File: src/rtl/store_pkg.sv
// store_pkg: shared definitions for the store path.
// Holds the store type codes, the output FSM state encoding and the
// size decode used both at request accept and at beat formatting.
package store_pkg;

    // Store type codes as presented on i_type; every other code is illegal.
    localparam logic [2:0] ST_BYTE = 3'b000;
    localparam logic [2:0] ST_HALF = 3'b001;
    localparam logic [2:0] ST_WORD = 3'b011;

    // Output sequencer states. BEAT1 is only reachable when split support is built in.
    typedef enum logic [1:0] {
        IDLE  = 2'd0,
        BEAT0 = 2'd1,
        BEAT1 = 2'd2
    } state_e;

    // Store size in bytes for a type code; 0 marks an illegal code.
    function automatic logic [2:0] st_size(input logic [2:0] t);
        logic [2:0] s;
        case (t)
            ST_BYTE: s = 3'd1;
            ST_HALF: s = 3'd2;
            ST_WORD: s = 3'd4;
            default: s = 3'd0;
        endcase
        return s;
    endfunction

endpackage

File: src/rtl/store_fifo.sv
// store_fifo: synchronous FIFO with first-word-fall-through read port.
// o_rdata always shows the oldest entry; it is meaningful while !o_empty.
// Pointers carry one extra wrap bit so full and empty are distinguishable.
// Storage is not reset; only the pointers are.
module store_fifo #(
    parameter int DEPTH = 4,
    parameter int WIDTH = 8
) (
    input  logic             i_clk,
    input  logic             i_reset,
    input  logic             i_push,
    input  logic [WIDTH-1:0] i_wdata,
    input  logic             i_pop,
    output logic [WIDTH-1:0] o_rdata,
    output logic             o_full,
    output logic             o_empty
);

    localparam int PW = $clog2(DEPTH);

    logic [WIDTH-1:0] mem_q [DEPTH];
    logic [PW:0]      wr_q, wr_d;
    logic [PW:0]      rd_q, rd_d;
    logic             do_push, do_pop;

    // Qualify requests against the current fill state and advance pointers.
    always_comb begin
        do_push = i_push && !o_full;
        do_pop  = i_pop && !o_empty;
        wr_d    = do_push ? wr_q + (PW+1)'(1) : wr_q;
        rd_d    = do_pop  ? rd_q + (PW+1)'(1) : rd_q;
    end

    // Pointer registers; reset flushes the queue.
    always_ff @(posedge i_clk) begin
        if (i_reset) begin
            wr_q <= '0;
            rd_q <= '0;
        end else begin
            wr_q <= wr_d;
            rd_q <= rd_d;
        end
    end

    // Entry storage, written at the tail.
    always_ff @(posedge i_clk) begin
        if (do_push) begin
            mem_q[wr_q[PW-1:0]] <= i_wdata;
        end
    end

    assign o_rdata = mem_q[rd_q[PW-1:0]];
    assign o_empty = (wr_q == rd_q);
    assign o_full  = (wr_q[PW] != rd_q[PW]) && (wr_q[PW-1:0] == rd_q[PW-1:0]);

endmodule

File: src/rtl/store_unit.sv
// store_unit: store path from the EX/MEM register to the data-memory write port.
// Requests are checked for type legality, queued in store_fifo as
// {type, addr, data}, then formatted into lane-aligned beats with byte
// enables by a three-process output sequencer.
// Build option STORE_SPLIT_EN: when defined, stores crossing a word boundary
// are issued as two consecutive beats; when undefined they are dropped at
// accept with an o_align_err pulse and the second-beat logic is not built.
module store_unit
    import store_pkg::*;
#(
    parameter int DATA_W = 32,
    parameter int ADDR_W = 32,
    parameter int DEPTH  = 4
) (
    input  logic                i_clk,
    input  logic                i_reset,
    input  logic                i_valid,
    output logic                o_ready,
    input  logic [2:0]          i_type,
    input  logic [ADDR_W-1:0]   i_addr,
    input  logic [DATA_W-1:0]   i_data,
    output logic                o_mem_valid,
    input  logic                i_mem_ready,
    output logic [ADDR_W-1:0]   o_mem_addr,
    output logic [DATA_W-1:0]   o_mem_wdata,
    output logic [DATA_W/8-1:0] o_mem_be,
    output logic                o_type_err,
    output logic                o_align_err,
    output logic                o_empty
);

    localparam int NB   = DATA_W / 8;
    localparam int OFFW = $clog2(NB);
    localparam int EW   = 3 + ADDR_W + DATA_W;
`ifdef STORE_SPLIT_EN
    // Formatting spans two words so the spill-over lanes land in the upper half.
    localparam int FL = 2 * NB;
`else
    localparam int FL = NB;
`endif
    localparam int FW = 8 * FL;

    // ---------------- accept side ----------------
    logic            accept;
    logic            legal_in;
    logic [2:0]      size_in;
    logic            push;
    logic            type_err_d, type_err_q;
    logic            fifo_full, fifo_empty;
    logic [EW-1:0]   head;
`ifndef STORE_SPLIT_EN
    logic [OFFW-1:0] off_in;
    logic            cross_in;
    logic            align_err_d, align_err_q;
`endif

    // Classify the incoming request and decide whether it enters the queue.
    always_comb begin
        size_in    = st_size(i_type);
        legal_in   = (size_in != 3'd0);
        accept     = i_valid && o_ready;
        type_err_d = accept && !legal_in;
`ifdef STORE_SPLIT_EN
        push       = accept && legal_in;
`else
        off_in      = i_addr[OFFW-1:0];
        cross_in    = (int'(off_in) + int'(size_in)) > NB;
        push        = accept && legal_in && !cross_in;
        align_err_d = accept && legal_in && cross_in;
`endif
    end

    // o_ready is taken from the registered fill state, before any same-cycle pop.
    assign o_ready = !fifo_full;

    // ---------------- queue ----------------
    logic pop;

    store_fifo #(
        .DEPTH (DEPTH),
        .WIDTH (EW)
    ) u_fifo (
        .i_clk   (i_clk),
        .i_reset (i_reset),
        .i_push  (push),
        .i_wdata ({i_type, i_addr, i_data}),
        .i_pop   (pop),
        .o_rdata (head),
        .o_full  (fifo_full),
        .o_empty (fifo_empty)
    );

    // ---------------- head formatting ----------------
    logic [2:0]        h_type;
    logic [ADDR_W-1:0] h_addr;
    logic [DATA_W-1:0] h_data;
    logic [DATA_W-1:0] h_dmask;
    logic [2:0]        h_size;
    logic [OFFW-1:0]   h_off;
    logic [ADDR_W-1:0] h_base;
    logic [FL-1:0]     h_be;
    logic [FW-1:0]     h_wd;

    // Place the head store's bytes onto memory lanes; upper lanes spill into beat1.
    always_comb begin
        {h_type, h_addr, h_data} = head;
        h_size  = st_size(h_type);
        h_off   = h_addr[OFFW-1:0];
        h_base  = {h_addr[ADDR_W-1:OFFW], {OFFW{1'b0}}};
        h_dmask = '0;
        for (int i = 0; i < NB; i++) begin
            if (i < int'(h_size)) begin
                h_dmask[8*i +: 8] = h_data[8*i +: 8];
            end
        end
        h_wd = FW'(h_dmask) << (8 * int'(h_off));
        h_be = '0;
        for (int j = 0; j < FL; j++) begin
            h_be[j] = (j >= int'(h_off)) && (j < int'(h_off) + int'(h_size));
        end
    end

    // ---------------- output sequencer ----------------
    state_e            state_q, state_d;
    logic              xfer;
    logic              empty_d, empty_q;
    logic [ADDR_W-1:0] mem_addr_q;
    logic [DATA_W-1:0] mem_wdata_q;
    logic [NB-1:0]     mem_be_q;
`ifdef STORE_SPLIT_EN
    logic              load1;
    logic              cross_q;
    logic [ADDR_W-1:0] b1_addr_q;
    logic [DATA_W-1:0] b1_wdata_q;
    logic [NB-1:0]     b1_be_q;
`endif

    assign o_mem_valid = (state_q != IDLE);
    assign xfer        = o_mem_valid && i_mem_ready;

    // State register.
    always_ff @(posedge i_clk) begin
        if (i_reset) begin
            state_q <= IDLE;
        end else begin
            state_q <= state_d;
        end
    end

    // Next state: a crossing store always follows beat0 with its beat1.
    always_comb begin
        state_d = state_q;
        case (state_q)
            IDLE: begin
                if (!fifo_empty) state_d = BEAT0;
            end
            BEAT0: begin
                if (xfer) begin
`ifdef STORE_SPLIT_EN
                    if (cross_q) state_d = BEAT1;
                    else
`endif
                    state_d = fifo_empty ? IDLE : BEAT0;
                end
            end
`ifdef STORE_SPLIT_EN
            BEAT1: begin
                if (xfer) state_d = fifo_empty ? IDLE : BEAT0;
            end
`endif
            default: state_d = IDLE;
        endcase
    end

    // Sequencer outputs: when to pop the queue and when to load the second beat.
    always_comb begin
        pop = 1'b0;
`ifdef STORE_SPLIT_EN
        load1 = 1'b0;
`endif
        case (state_q)
            IDLE: pop = !fifo_empty;
            BEAT0: begin
                if (xfer) begin
`ifdef STORE_SPLIT_EN
                    if (cross_q) load1 = 1'b1;
                    else
`endif
                    pop = !fifo_empty;
                end
            end
`ifdef STORE_SPLIT_EN
            BEAT1: begin
                if (xfer) pop = !fifo_empty;
            end
`endif
            default: pop = 1'b0;
        endcase
        // Drained once the sequencer settles in IDLE with nothing arriving this edge.
        empty_d = (state_d == IDLE) && !push;
    end

    // Beat output register: holds steady until the memory takes the beat.
    always_ff @(posedge i_clk) begin
        if (i_reset) begin
            mem_addr_q  <= '0;
            mem_wdata_q <= '0;
            mem_be_q    <= '0;
        end else if (pop) begin
            mem_addr_q  <= h_base;
            mem_wdata_q <= h_wd[DATA_W-1:0];
            mem_be_q    <= h_be[NB-1:0];
        end
`ifdef STORE_SPLIT_EN
        else if (load1) begin
            mem_addr_q  <= b1_addr_q;
            mem_wdata_q <= b1_wdata_q;
            mem_be_q    <= b1_be_q;
        end
`endif
    end

`ifdef STORE_SPLIT_EN
    // Crossing flag for the beat in flight; reset drops any pending second beat.
    always_ff @(posedge i_clk) begin
        if (i_reset) begin
            cross_q <= 1'b0;
        end else if (pop) begin
            cross_q <= |h_be[FL-1:NB];
        end
    end

    // Second-beat staging, captured together with beat0 since the head is popped.
    always_ff @(posedge i_clk) begin
        if (pop) begin
            b1_addr_q  <= h_base + ADDR_W'(NB);
            b1_wdata_q <= h_wd[FW-1:DATA_W];
            b1_be_q    <= h_be[FL-1:NB];
        end
    end
`endif

    // Status flags: single-cycle error pulses and the registered drain indication.
    always_ff @(posedge i_clk) begin
        if (i_reset) begin
            type_err_q <= 1'b0;
            empty_q    <= 1'b1;
        end else begin
            type_err_q <= type_err_d;
            empty_q    <= empty_d;
        end
    end

`ifdef STORE_SPLIT_EN
    assign o_align_err = 1'b0;
`else
    // Crossing-store rejection pulse.
    always_ff @(posedge i_clk) begin
        if (i_reset) begin
            align_err_q <= 1'b0;
        end else begin
            align_err_q <= align_err_d;
        end
    end

    assign o_align_err = align_err_q;
`endif

    assign o_type_err  = type_err_q;
    assign o_empty     = empty_q;
    assign o_mem_addr  = mem_addr_q;
    assign o_mem_wdata = mem_wdata_q;
    assign o_mem_be    = mem_be_q;

endmodule

File: config.mk
export PLATFORM = sky130hd
export DESIGN_NAME = store_unit
export DESIGN_NICKNAME = d
export VERILOG_FILES = /design/src/rtl/store_pkg.sv /design/src/rtl/store_fifo.sv /design/src/rtl/store_unit.sv
export SDC_FILE = /design/constraint.sdc
export NUM_CORES = 1
export LEC_CHECK = 0
export ABC_AREA = 1
export CORE_ASPECT_RATIO = 1.1
export CORE_MARGIN = 2
export CORE_UTILIZATION = 51
export CTS_CLUSTER_SIZE = 12
export DETAILED_ROUTE_END_ITERATION = 10
export GPL_ROUTABILITY_DRIVEN = 0
export PLACE_DENSITY_LB_ADDON = 0.1
export SLEW_MARGIN = 20
export SYNTH_ARGS = -nofsm -noshare
export SYNTH_HDL_FRONTEND = slang
export SYNTH_SLANG_ARGS = --single-unit
File: constraint.sdc
create_clock -name i_clk -period 5.7 [get_ports i_clk]
set_input_delay 0.57 -clock i_clk [delete_from_list [all_inputs] [get_ports i_clk]]
set_output_delay 0.57 -clock i_clk [all_outputs]
set_load 0.1 [all_outputs]
==> impl_results.md <==
- All-Layer GR Usage: 21.2%
- DR vias: 9404
- Power Dens Cells: 399 mW/mm^2
- Largest net degree at the start of global routing: around 100
- Routed wire length: 30400 um
- Die width: 162 um
- Seq pwr share: 43.6%
- Tmin final: 4.00 ns
- Share of layout cells above drive strength 1: 6.98%
- Reg clk slew, reported paths: 0.06 ns
- Aggregate global routing overflow: 0
- FFs w/ async S/R, synth: 0%
- CTS tree: done
- Total number of yosys warnings: 0
- Register area: ~0.0096 sq mm
- CP bufs+invs: 5
- Post-CTS setup buffers: 0
- CTS Sinks: ~350
- CP peak stage delay: 0.71 ns
- CP arrival: approximately 4.2 ns
- Tcrit/Tclk final: 70.2%
- CTS buffer count: 36
- Row count: 63
- Clk pwr share: approximately a third
- Worst Path Max Fanout: 28
- Type of destination of the critical path: flip-flop
- Delay-heaviest family, CP: simple AND/OR/NAND/NOR gates
- Max cap viols: 0
- Synth top area share: 57.5%
- WP data required: 5.89 ns
- Pins Over Slew Limit: 0
- Vias in the first global route: 8897
- Setup TNS: 0 ns
- Top-count cell post-synth: edfxtp_1
- Syn_area_per_cell: 10.9 sq um
- Footprint of the multi-input gates: 0.00373 sq mm
- Post-synth top area cell: edfxtp_1
- CP max stage cell: nor2_4
- Worst-path cell chain: clkdlybuf4s50_1, nor3_1, ha_1, inv_1, fa_1, inv_1, o21ai_0, nand2_1, nand2_1, o31ai_1, nor2_1, inv_1, nor2_4, buf_12
- DP Wirelength: 17600 um
- Buffers on Ports: 141
- CTS max path bufs: 3
- CTS resizes: 0
- Drt via density: 5.25
- Initial core utilization: around 52%
- First-pass GRT wire length: ~47000 um
- Syn Inst Count: 1287
- Overall power: 6700 uW
- Die area: 0.0288 sq mm
- Area of the core: 0.0270 sq mm
- Hold Startpoint: o_mem_wdata[11]
- Fill count: 2208
- Final setup fails: 0
- Total Nets Final: 1491
- Comb pwr share: 23.3%
- Least-Margin Pin Slew: 1.02 ns
- Synth area leaders: edfxtp_1, dfxtp_1, nor2_1, nand2_1, o21ai_0
- Setup Skew: 0.0119 ns
- Post-synth EDFFs: roughly 270
- Origin of the worst setup path: i_type[2]
- Final hold vios: 0
- Register area share after synthesis: 68.8%
- Syn-to-layout area delta: 19.8%
- Synthesized area: 0.0140 sq mm
- Max-slew headroom: 32.1%
- Net Sw Frac: approximately a third
- Pleak: 0.00604 uW
- IO Count: 144
- RSZ-0062 raised after global routing: false
- Iter 0 DRT Violations: between 600 and 700
- Non-Filler Instances: 1792
- Psw: 2140 uW
- Synth top cells by count: edfxtp_1, nor2_1, nand2_1
- Worst vdd ir: 0.000263 V
- WL/cell: 17.0 um
- Internal cell power: 4550 uW
- Initial antenna violation count: 3
- H-tree depth: 2
- Die Ht: between 150 and 200 um
- Hold-fix buffers, CTS: 0
- Fmax: 250 MHz
- Iteration count of the initial detailed-routing pass: 7
- Root Driver: clkbuf_16
- Netlist cell types: 31
- Hold Path Class: flip-flop to flip-flop
- DRC viols: 0
- Dpl cells: 1728
- Most used cell along the critical path: inv_1
- Setup crit start kind: primary input
- Latest clock arrival within the worst-skew pair: a little over 0.5 ns
- Most used DFF post-synth: edfxtp_1
- Status: finished, final reports clean
- Post-DRT Antenna Nets: 0
- Critical setup path kind: primary input to flip-flop
- Flops & latches, synth: 347
-- path summary, 6_finish.rpt --
kind | end | slack, ns | cells past startpoint
worst max register to register | o_mem_be[1] | 2.39 | 16
worst min register to register | o_mem_wdata[11] | 0.46 | 2
worst max-delay path | u_fifo.mem_q[3][21] | 1.70 | 14
worst min-delay path | o_mem_wdata[11] | 0.46 | 2
-- registers in the layout, summed over array words and instances, names as in the netlist, named ones only --
name and cells:
o_mem_be 4, o_mem_addr 30, o_type_err 1, o_mem_wdata 32, u_fifo.mem_q 268, u_fifo.wr_q 3, o_empty 1, o_align_err 1
u_fifo.rd_q 3, state_q 2
-- metal layers --
layer	GRT usage, %	share of wire, %
met1	27.8	43
met2	36.4	48
met3	3.81	6.0
met4	5.94	2.1
met5	0	0.082
-- cell type report --
cell class	count	share of cell area [%]
multi-input combinational	798	22.2
clock inverter	3	0.284
tap	357	2.66
antenna	2	0.0298
clock buffer	59	6.33
inverter	72	1.63
sequential	347	57.4
timing repair buffer	154	9.37
-- cells by family after synthesis --
| family | after synthesis | share of synthesized area, % |
|---|---|---|
| AO/OA/AOI/OAI | 244 | 9.45 |
| adder cells (fa/ha/maj) | 11 | 1.09 |
| buffers and inverters | 144 | 4.87 |
| flip-flops | 347 | 68.8 |
| other | 1 | 0.0268 |
| AND/OR/NAND/NOR | 540 | 15.8 |
-- power groups by stage --
stage | Sequential (uW) | Combinational (uW) | Clock [uW]
floorplan | 3410 | 745 | 0
global placement | 2970 | 1550 | 0
detailed placement | 2980 | 1560 | 0
CTS | 2920 | 1570 | 2260
global route | 2940 | 1700 | 2360
finish | 2920 | 1560 | 2210
-- placed cells by master, fill, tap and decap left out, types with 37 or more instances in the layout --
master	n
o21ai_0	147
nand3_1	56
edfxtp_1	268
a21oi_1	44
nor2_1	251
nand2_1	202
dfxtp_1	77
clkbuf_16	37
inv_1	64
clkdlybuf4s50_1	141
-- stage by stage --
| stage | utilization, % | cell area (sq um) | hold slack, ns | worst slack (ns) |
|---|---|---|---|---|
| 6_report | 62.2 | 16800 | 0.464 | 1.70 |
| 3_3_place_gp | 58.1 | 15700 | 0.453 | 1.31 |
| 4_1_cts | 62.2 | 16800 | 0.465 | 1.70 |
| 3_5_place_dp | 58.1 | 15700 | 0.456 | 1.19 |
| 2_1_floorplan | - | 14000 | 0.459 | 0.240 |
| 5_1_grt | 62.2 | 16800 | 0.480 | 1.45 |
-- tightest hold or removal path, delay by kind of cell, from the launching register on --
family	cells	cell delay, ns
DFF	1	0.31
AOI/OAI and AO/OA	1	0.05
and+or+nand+nor	1	0.06
Note: power is estimated with default switching activity, not from simulation.
